[config.mk]
export PLATFORM = sky130hd
export DESIGN_NAME = uart_ram_master
export DESIGN_NICKNAME = d
export VERILOG_FILES = /design/src/rtl/uart_ram_master.sv
export SDC_FILE = /design/constraint.sdc
export NUM_CORES = 1
export LEC_CHECK = 0
export ABC_AREA = 0
export CORE_MARGIN = 2
export CORE_UTILIZATION = 46
export CTS_CLUSTER_SIZE = 14
export DETAILED_ROUTE_END_ITERATION = 10
export GPL_ROUTABILITY_DRIVEN = 0
export HOLD_SLACK_MARGIN = 0.12
export PLACE_DENSITY_LB_ADDON = 0.08
export SLEW_MARGIN = 20
export SYNTH_ARGS = -nofsm -noshare
export SYNTH_HDL_FRONTEND = slang
export SYNTH_SLANG_ARGS = --single-unit
[constraint.sdc]
create_clock -name sys_clk -period 1.85 [get_ports sys_clk]
set_input_delay 0.37 -clock sys_clk [delete_from_list [all_inputs] [get_ports sys_clk]]
set_output_delay 0.37 -clock sys_clk [all_outputs]
set_load 0.02 [all_outputs]
[src/rtl/uart_ram_master.sv]
// uart_ram_master: turns host read/write requests into byte frames for a
// UART transmitter (write = CMD_WR, addr, wdata; read = CMD_RD, addr) and
// collects the single response byte of a read from the UART receiver.
//
// Build option: define UART_RAM_MASTER_TIMEOUT_EN to give up on a read whose
// response has not arrived within TIMEOUT_CYCLES cycles. The default build
// waits for the response indefinitely and ties rsp_timeout to 0.
//
// Handshake: a host request transfers on a rising edge where cmd_valid and
// cmd_ready are both 1; cmd_ready is 1 only in IDLE, and cmd_wr/cmd_addr/
// cmd_wdata are captured on that edge. The request source may hold cmd_valid
// high; nothing else is accepted until the FSM has returned to IDLE.
//
// Every wait state first records its event (tx_done, rx_valid or timeout) in
// ev_q and acts on it one cycle later. That extra cycle is the slot where
// done and rsp_data are visible together while the FSM is still busy, so a
// new request can only be accepted in the cycle after done.
module uart_ram_master #(
    parameter int         TIMEOUT_CYCLES = 1000000,
    parameter logic [7:0] CMD_WR         = 8'hF0,
    parameter logic [7:0] CMD_RD         = 8'h0F
) (
    input  logic       sys_clk,
    input  logic       rst,
    input  logic       cmd_valid,
    output logic       cmd_ready,
    input  logic       cmd_wr,
    input  logic [7:0] cmd_addr,
    input  logic [7:0] cmd_wdata,
    output logic       tx_start,
    output logic [7:0] tx_byte,
    input  logic       tx_done,
    input  logic       rx_valid,
    input  logic [7:0] rx_byte,
    output logic       done,
    output logic [7:0] rsp_data,
    output logic       rsp_timeout,
    output logic       busy,
    output logic [2:0] state_dbg
);

    typedef enum logic [2:0] {
        IDLE      = 3'd0,
        SEND_CMD  = 3'd1,
        WAIT_CMD  = 3'd2,
        SEND_ADDR = 3'd3,
        WAIT_ADDR = 3'd4,
        SEND_DATA = 3'd5,
        WAIT_DATA = 3'd6,
        WAIT_RSP  = 3'd7
    } state_t;

    state_t     state_q;
    state_t     state_d;
    logic       req_wr_q;
    logic [7:0] req_addr_q;
    logic [7:0] req_wdata_q;
    logic [7:0] tx_byte_q;
    logic [7:0] rsp_data_q;
    logic       ev_q;
    logic       accept;
    logic       in_tx_wait;
    logic       rx_take;
    logic       timeout_hit;
    logic       ev_set;
    logic       load_en;
    logic [7:0] load_byte;

    assign cmd_ready  = (state_q == IDLE) && !rst;
    assign accept     = cmd_valid && cmd_ready;
    assign in_tx_wait = (state_q == WAIT_CMD) || (state_q == WAIT_ADDR) ||
                        (state_q == WAIT_DATA);
    // Only the first response byte of a read counts; later ones are dropped.
    assign rx_take    = (state_q == WAIT_RSP) && !ev_q && rx_valid;
    assign ev_set     = (in_tx_wait && !ev_q && tx_done) || rx_take || timeout_hit;

`ifdef UART_RAM_MASTER_TIMEOUT_EN
    logic [19:0] to_cnt_q;
    logic        to_q;

    // A response arriving in the expiry cycle wins over the timeout.
    assign timeout_hit = (state_q == WAIT_RSP) && !ev_q && !rx_valid &&
                         (to_cnt_q == 20'(TIMEOUT_CYCLES - 1));

    // Response-wait counter: cleared on the way into WAIT_RSP, frozen once an event is pending.
    always_ff @(posedge sys_clk or posedge rst) begin
        if (rst) begin
            to_cnt_q <= 20'd0;
            to_q     <= 1'b0;
        end else begin
            to_q <= timeout_hit;
            if (state_q == WAIT_ADDR && ev_q) begin
                to_cnt_q <= 20'd0;
            end else if (state_q == WAIT_RSP && !ev_q) begin
                to_cnt_q <= to_cnt_q + 20'd1;
            end
        end
    end

    assign rsp_timeout = done && to_q;
`else
    assign timeout_hit = 1'b0;
    assign rsp_timeout = 1'b0;
`endif

    // Next state plus the byte to load on entry to each SEND state.
    always_comb begin
        state_d   = state_q;
        load_en   = 1'b0;
        load_byte = 8'h00;
        case (state_q)
            IDLE: begin
                if (accept) begin
                    state_d   = SEND_CMD;
                    load_en   = 1'b1;
                    load_byte = cmd_wr ? CMD_WR : CMD_RD;
                end
            end
            SEND_CMD:  state_d = WAIT_CMD;
            WAIT_CMD: begin
                if (ev_q) begin
                    state_d   = SEND_ADDR;
                    load_en   = 1'b1;
                    load_byte = req_addr_q;
                end
            end
            SEND_ADDR: state_d = WAIT_ADDR;
            WAIT_ADDR: begin
                if (ev_q) begin
                    if (req_wr_q) begin
                        state_d   = SEND_DATA;
                        load_en   = 1'b1;
                        load_byte = req_wdata_q;
                    end else begin
                        state_d = WAIT_RSP;
                    end
                end
            end
            SEND_DATA: state_d = WAIT_DATA;
            WAIT_DATA: if (ev_q) state_d = IDLE;
            WAIT_RSP:  if (ev_q) state_d = IDLE;
            default:   state_d = IDLE;
        endcase
    end

    // State register, request capture, tx byte hold and event flag.
    always_ff @(posedge sys_clk or posedge rst) begin
        if (rst) begin
            state_q     <= IDLE;
            req_wr_q    <= 1'b0;
            req_addr_q  <= 8'h00;
            req_wdata_q <= 8'h00;
            tx_byte_q   <= 8'h00;
            ev_q        <= 1'b0;
        end else begin
            state_q <= state_d;
            ev_q    <= ev_set;
            if (accept) begin
                req_wr_q    <= cmd_wr;
                req_addr_q  <= cmd_addr;
                req_wdata_q <= cmd_wdata;
            end
            if (load_en) begin
                tx_byte_q <= load_byte;
            end
        end
    end

    // Read result register; holds between reads and through timeouts.
    always_ff @(posedge sys_clk or posedge rst) begin
        if (rst) begin
            rsp_data_q <= 8'h00;
        end else if (rx_take) begin
            rsp_data_q <= rx_byte;
        end
    end

    assign tx_start  = (state_q == SEND_CMD) || (state_q == SEND_ADDR) ||
                       (state_q == SEND_DATA);
    assign tx_byte   = tx_byte_q;
    assign done      = ev_q && ((state_q == WAIT_DATA) || (state_q == WAIT_RSP));
    assign rsp_data  = rsp_data_q;
    assign busy      = (state_q != IDLE);
    assign state_dbg = state_q;

endmodule

==> out/metrics.yaml <==
synthesis:
  synth-simple-area-share_pct: 24.2
  synth_fa_ha_area_share_pct: 0
  synth_top_family_by_area: "simple AND/OR/NAND/NOR gates"
  synthDominantCellAreaShare_pct: 54.3
  syn-cell-area_sq_mm: 0.00171
  synth-edff-count: 0
  synth.area.top_cells: "dfrtp_1 (54%), nand2_1 (12%), mux2_4 (7.0%)"
  post_synth.cell_area_avg_sq_um: 10.1
  synth.area.mux_share_pct: 7.04
  synth_nets: 199
  synth.most_common_cell: "nand2_1"
  netlist_instances: 169
  ys_warn_count: 0
  synthFlopType: "dfrtp_1"
  ys_seq_area_share_pct: 54.3
  ys_top_cells_by_count: "nand2_1 (53), dfrtp_1 (37), nor3_1 (15), mux2_4 (8), a221oi_1 (7)"
  synth_compound_area_share_pct: 9.17
  ys_ff_latch: 37
  synth_area_leader_cell: "dfrtp_1"
  yosysUniqueCellTypes: 32
  synth-xor-area-share_pct: 0
  ys_async_sr_fraction_pct: 100
die:
  die_area_sq_mm: 0.00421
  rows: 22
  ioPinCount: 54
  dieWidth_microns: 64.9
  core_sq_mm: 0.00361
  fp.dieH_microns: 64.9
  floorplan.initialDensity_pct: 47.3
timing:
  setup_viol: 0
  slew_violations: 0
  hold_violations: 0
  period_needed_ns: 1.81
  fmax_ghz: 0.553
  fin_tns_setup_ns: 0
  fin_skew_ns: 0.00699
  fin_crit_sh_pct: 97.7
  rsz0062_at_grt: "false"
global_routing:
  grt.overflow.total: 0
  grt_pass1_wl_mm: 5.95
  grt_antenna_before_repair: 0
  grt_usage_pct: 18.8
  grt_max_degree: 38
  grt_pass1_vias: 1363
cts:
  numCtsBuffers: 5
  clock_path_buffers: 2
  clock-sinks: 37
  insertion_delay_ns: 0.29
  cts.root.buffer_cell: "clkbuf_8"
  cts_setup_buffers: 0
  cts_tree: "built"
  hold_buffers: 0
  clkSlewWorstSetupHoldPaths_ns: 0.07
  htree_levels: 2
detailed_routing:
  first_pass_iters: 4
  num_vias: 1371
  drt-total-wl_mm: 3.55
  drc: 0
  wire_per_inst_microns: 12.8
  viasPerCell: 4.95
  ant_nets: 0
  first_iter_violations: 71
worst_setup_path:
  cp-end-kind: "primary output"
  cp_slowest_cell: "dfrtp_2"
  required_ns: 1.48
  cp_max_fo: 7
  startpoint_type: "flop"
  cp_cell_sequence: "or3_1, clkdlybuf4s15_1"
  cp.arrival_ns: 1.44
  max_stage_delay_ns: 0.46
  crit_type: "flop to primary output"
worst_hold_path:
  hold_path.class: "flop to flop"
status:
  status: "completed"
finish:
  antennaDiodeCount: 0
  design_area_sq_mm: 0.00243
  area_growth_pct: 42.5
  drive_gt1_share_pct: 14.8
  n_fill_cell: 306
  final_nets: 258
power_and_ir_drop:
  vdd_drop_max_v: 0.000820
  power.switching_mw: 1.40
  power.density_mw_per_mm2: 1640
  p_comb_share_pct: 44.8
  leakagePower_nw: 1.15
  p_int_mw: 2.58
  sw_frac_of_total_pct: 35.2
  clockPowerShare_pct: 17.8
  p_seq_share_pct: 37.3
placed_design:
  port_buffers: 52
  place_area_sq_mm: 0.00231
  hpwl_mm: 2.54
flow_run:
  maxCapViolations: 0
==> timing repair <==
item	4_1_cts	5_1_grt
endpoints found under the hold margin	0	0
resized for setup	9	1
pin swaps	0	0
setup endpoints to repair	5	1
==> through the flow <==
step / setup WS (ns) / std cells / hold slack [ns] / total power [mW] / utilization (%)
6_report: 0.0431 / 277 / 0.478 / 3.98 / 67.4
3_5_place_dp: -0.163 / 269 / 0.465 / 3.32 / 64.2
3_3_place_gp: -0.141 / 269 / 0.460 / 3.27 / 64.2
2_1_floorplan: 0.0838 / 169 / 0.446 / 2.54 / -
4_1_cts: 0.0255 / 277 / 0.482 / 4.02 / 67.3
5_1_grt: 0.00541 / 277 / 0.514 / 4.26 / 67.4
==> area by class of cell <==
type | instances | area (sq um) | share of cell area [%]
Sequential cell | 37 | 930 | 38.3
Clock buffer | 7 | 86.3 | 3.55
Multi-Input combinational cell | 117 | 693 | 28.5
Inverter | 3 | 11.3 | 0.463
Timing Repair Buffer | 64 | 619 | 25.5
Tap cell | 48 | 60.1 | 2.47
Clock inverter | 1 | 30.0 | 1.24
==> metal layers <==
layer / vias to the layer above / part of all wire (%) / GRT usage, % / wire length [microns]
li1: 690 / - / - / -
met1: 636 / 43 / 22.1 / 1530
met2: 39 / 49 / 32.2 / 1740
met3: 6 / 6.2 / 5.73 / 221
met4: 0 / 1.6 / 7.18 / 55
met5: - / 0 / 0 / 0
==> power by group through the flow <==
stage / combinational [mW] / clock, mW / sequential [mW]
2_1_floorplan: 0.854 / 0 / 1.69
3_3_place_gp: 1.79 / 0 / 1.48
3_5_place_dp: 1.82 / 0 / 1.50
4_1_cts: 1.81 / 0.726 / 1.49
5_1_grt: 1.96 / 0.766 / 1.54
6_report: 1.79 / 0.710 / 1.49
==> worst max-delay path, delay by kind of cell, from the launching register on <==
kind | cells | cell delay, ns
buffers and inverters | 1 | 0.29
DFF | 1 | 0.46
and+or+nand+nor | 1 | 0.39
==> logic make-up (layout without fill, tap and decap cells) <==
family	count (synthesis)	after routing
compound gates	21	21
buf+inv	15	75
flops	37	37
mux	8	8
other cells	1	1
simple gates	87	87
==> path summary, 6_finish.rpt <==
kind,cells past startpoint,slack [ns],from,to
min in group asynchronous,3,0.57,rst,rsp_data[2]$_DFFE_PP0P_
worst max-delay path,2,0.04,state_dbg[2]$_DFFE_PP0P_,busy
worst min register to register,2,0.48,req_wdata_q[0]$_DFFE_PP0P_,req_wdata_q[0]$_DFFE_PP0P_
worst min-delay path,2,0.48,req_wdata_q[0]$_DFFE_PP0P_,req_wdata_q[0]$_DFFE_PP0P_
worst max register to register,5,0.12,state_dbg[2]$_DFFE_PP0P_,tx_byte[7]$_DFFE_PP0P_
max in group asynchronous,3,0.94,rst,state_dbg[2]$_DFFE_PP0P_
==> layout by cell type (no fill, tap or decap) <==
master | synthesis | routed
a221oi_1 | 7 | 7
clkbuf_8 | 0 | 6
nor3_2 | 1 | 1
or3_1 | 2 | 2
buf_4 | 3 | 11
a21o_1 | 2 | 2
a211oi_1 | 2 | 2
o21a_1 | 1 | 1
and4bb_2 | 1 | 1
or3b_2 | 1 | 1
nor2_1 | 4 | 4
dfrtp_2 | 0 | 3
clkdlybuf4s50_1 | 0 | 47
a21oi_1 | 3 | 3
dfrtp_1 | 37 | 34
clkbuf_1 | 4 | 1
o2bb2ai_1 | 1 | 1
bufinv_16 | 0 | 1
o22ai_1 | 1 | 1
buf_12 | 0 | 1
nand2_1 | 53 | 53
o21ai_0 | 1 | 1
a32oi_1 | 2 | 2
and2_0 | 1 | 1
nor4_4 | 1 | 1
clkdlybuf4s15_1 | 0 | 2
and2_1 | 1 | 1
nor2b_1 | 2 | 2
nand2b_1 | 1 | 1
and3b_1 | 1 | 1
conb_1 | 1 | 1
mux2_4 | 8 | 8
inv_1 | 3 | 3
dlygate4sd2_1 | 0 | 3
o21ai_1 | 1 | 1
nor3_1 | 15 | 15
and3_1 | 3 | 3
==> state kept, by name, summed over array words and instances (netlist names) <==
register and cells:
req_addr_q 8, req_wdata_q 8, rsp_data 8, tx_byte 8, state_dbg 3, ev_q 1, req_wr_q 1
Power figures use the tool's default switching activity.
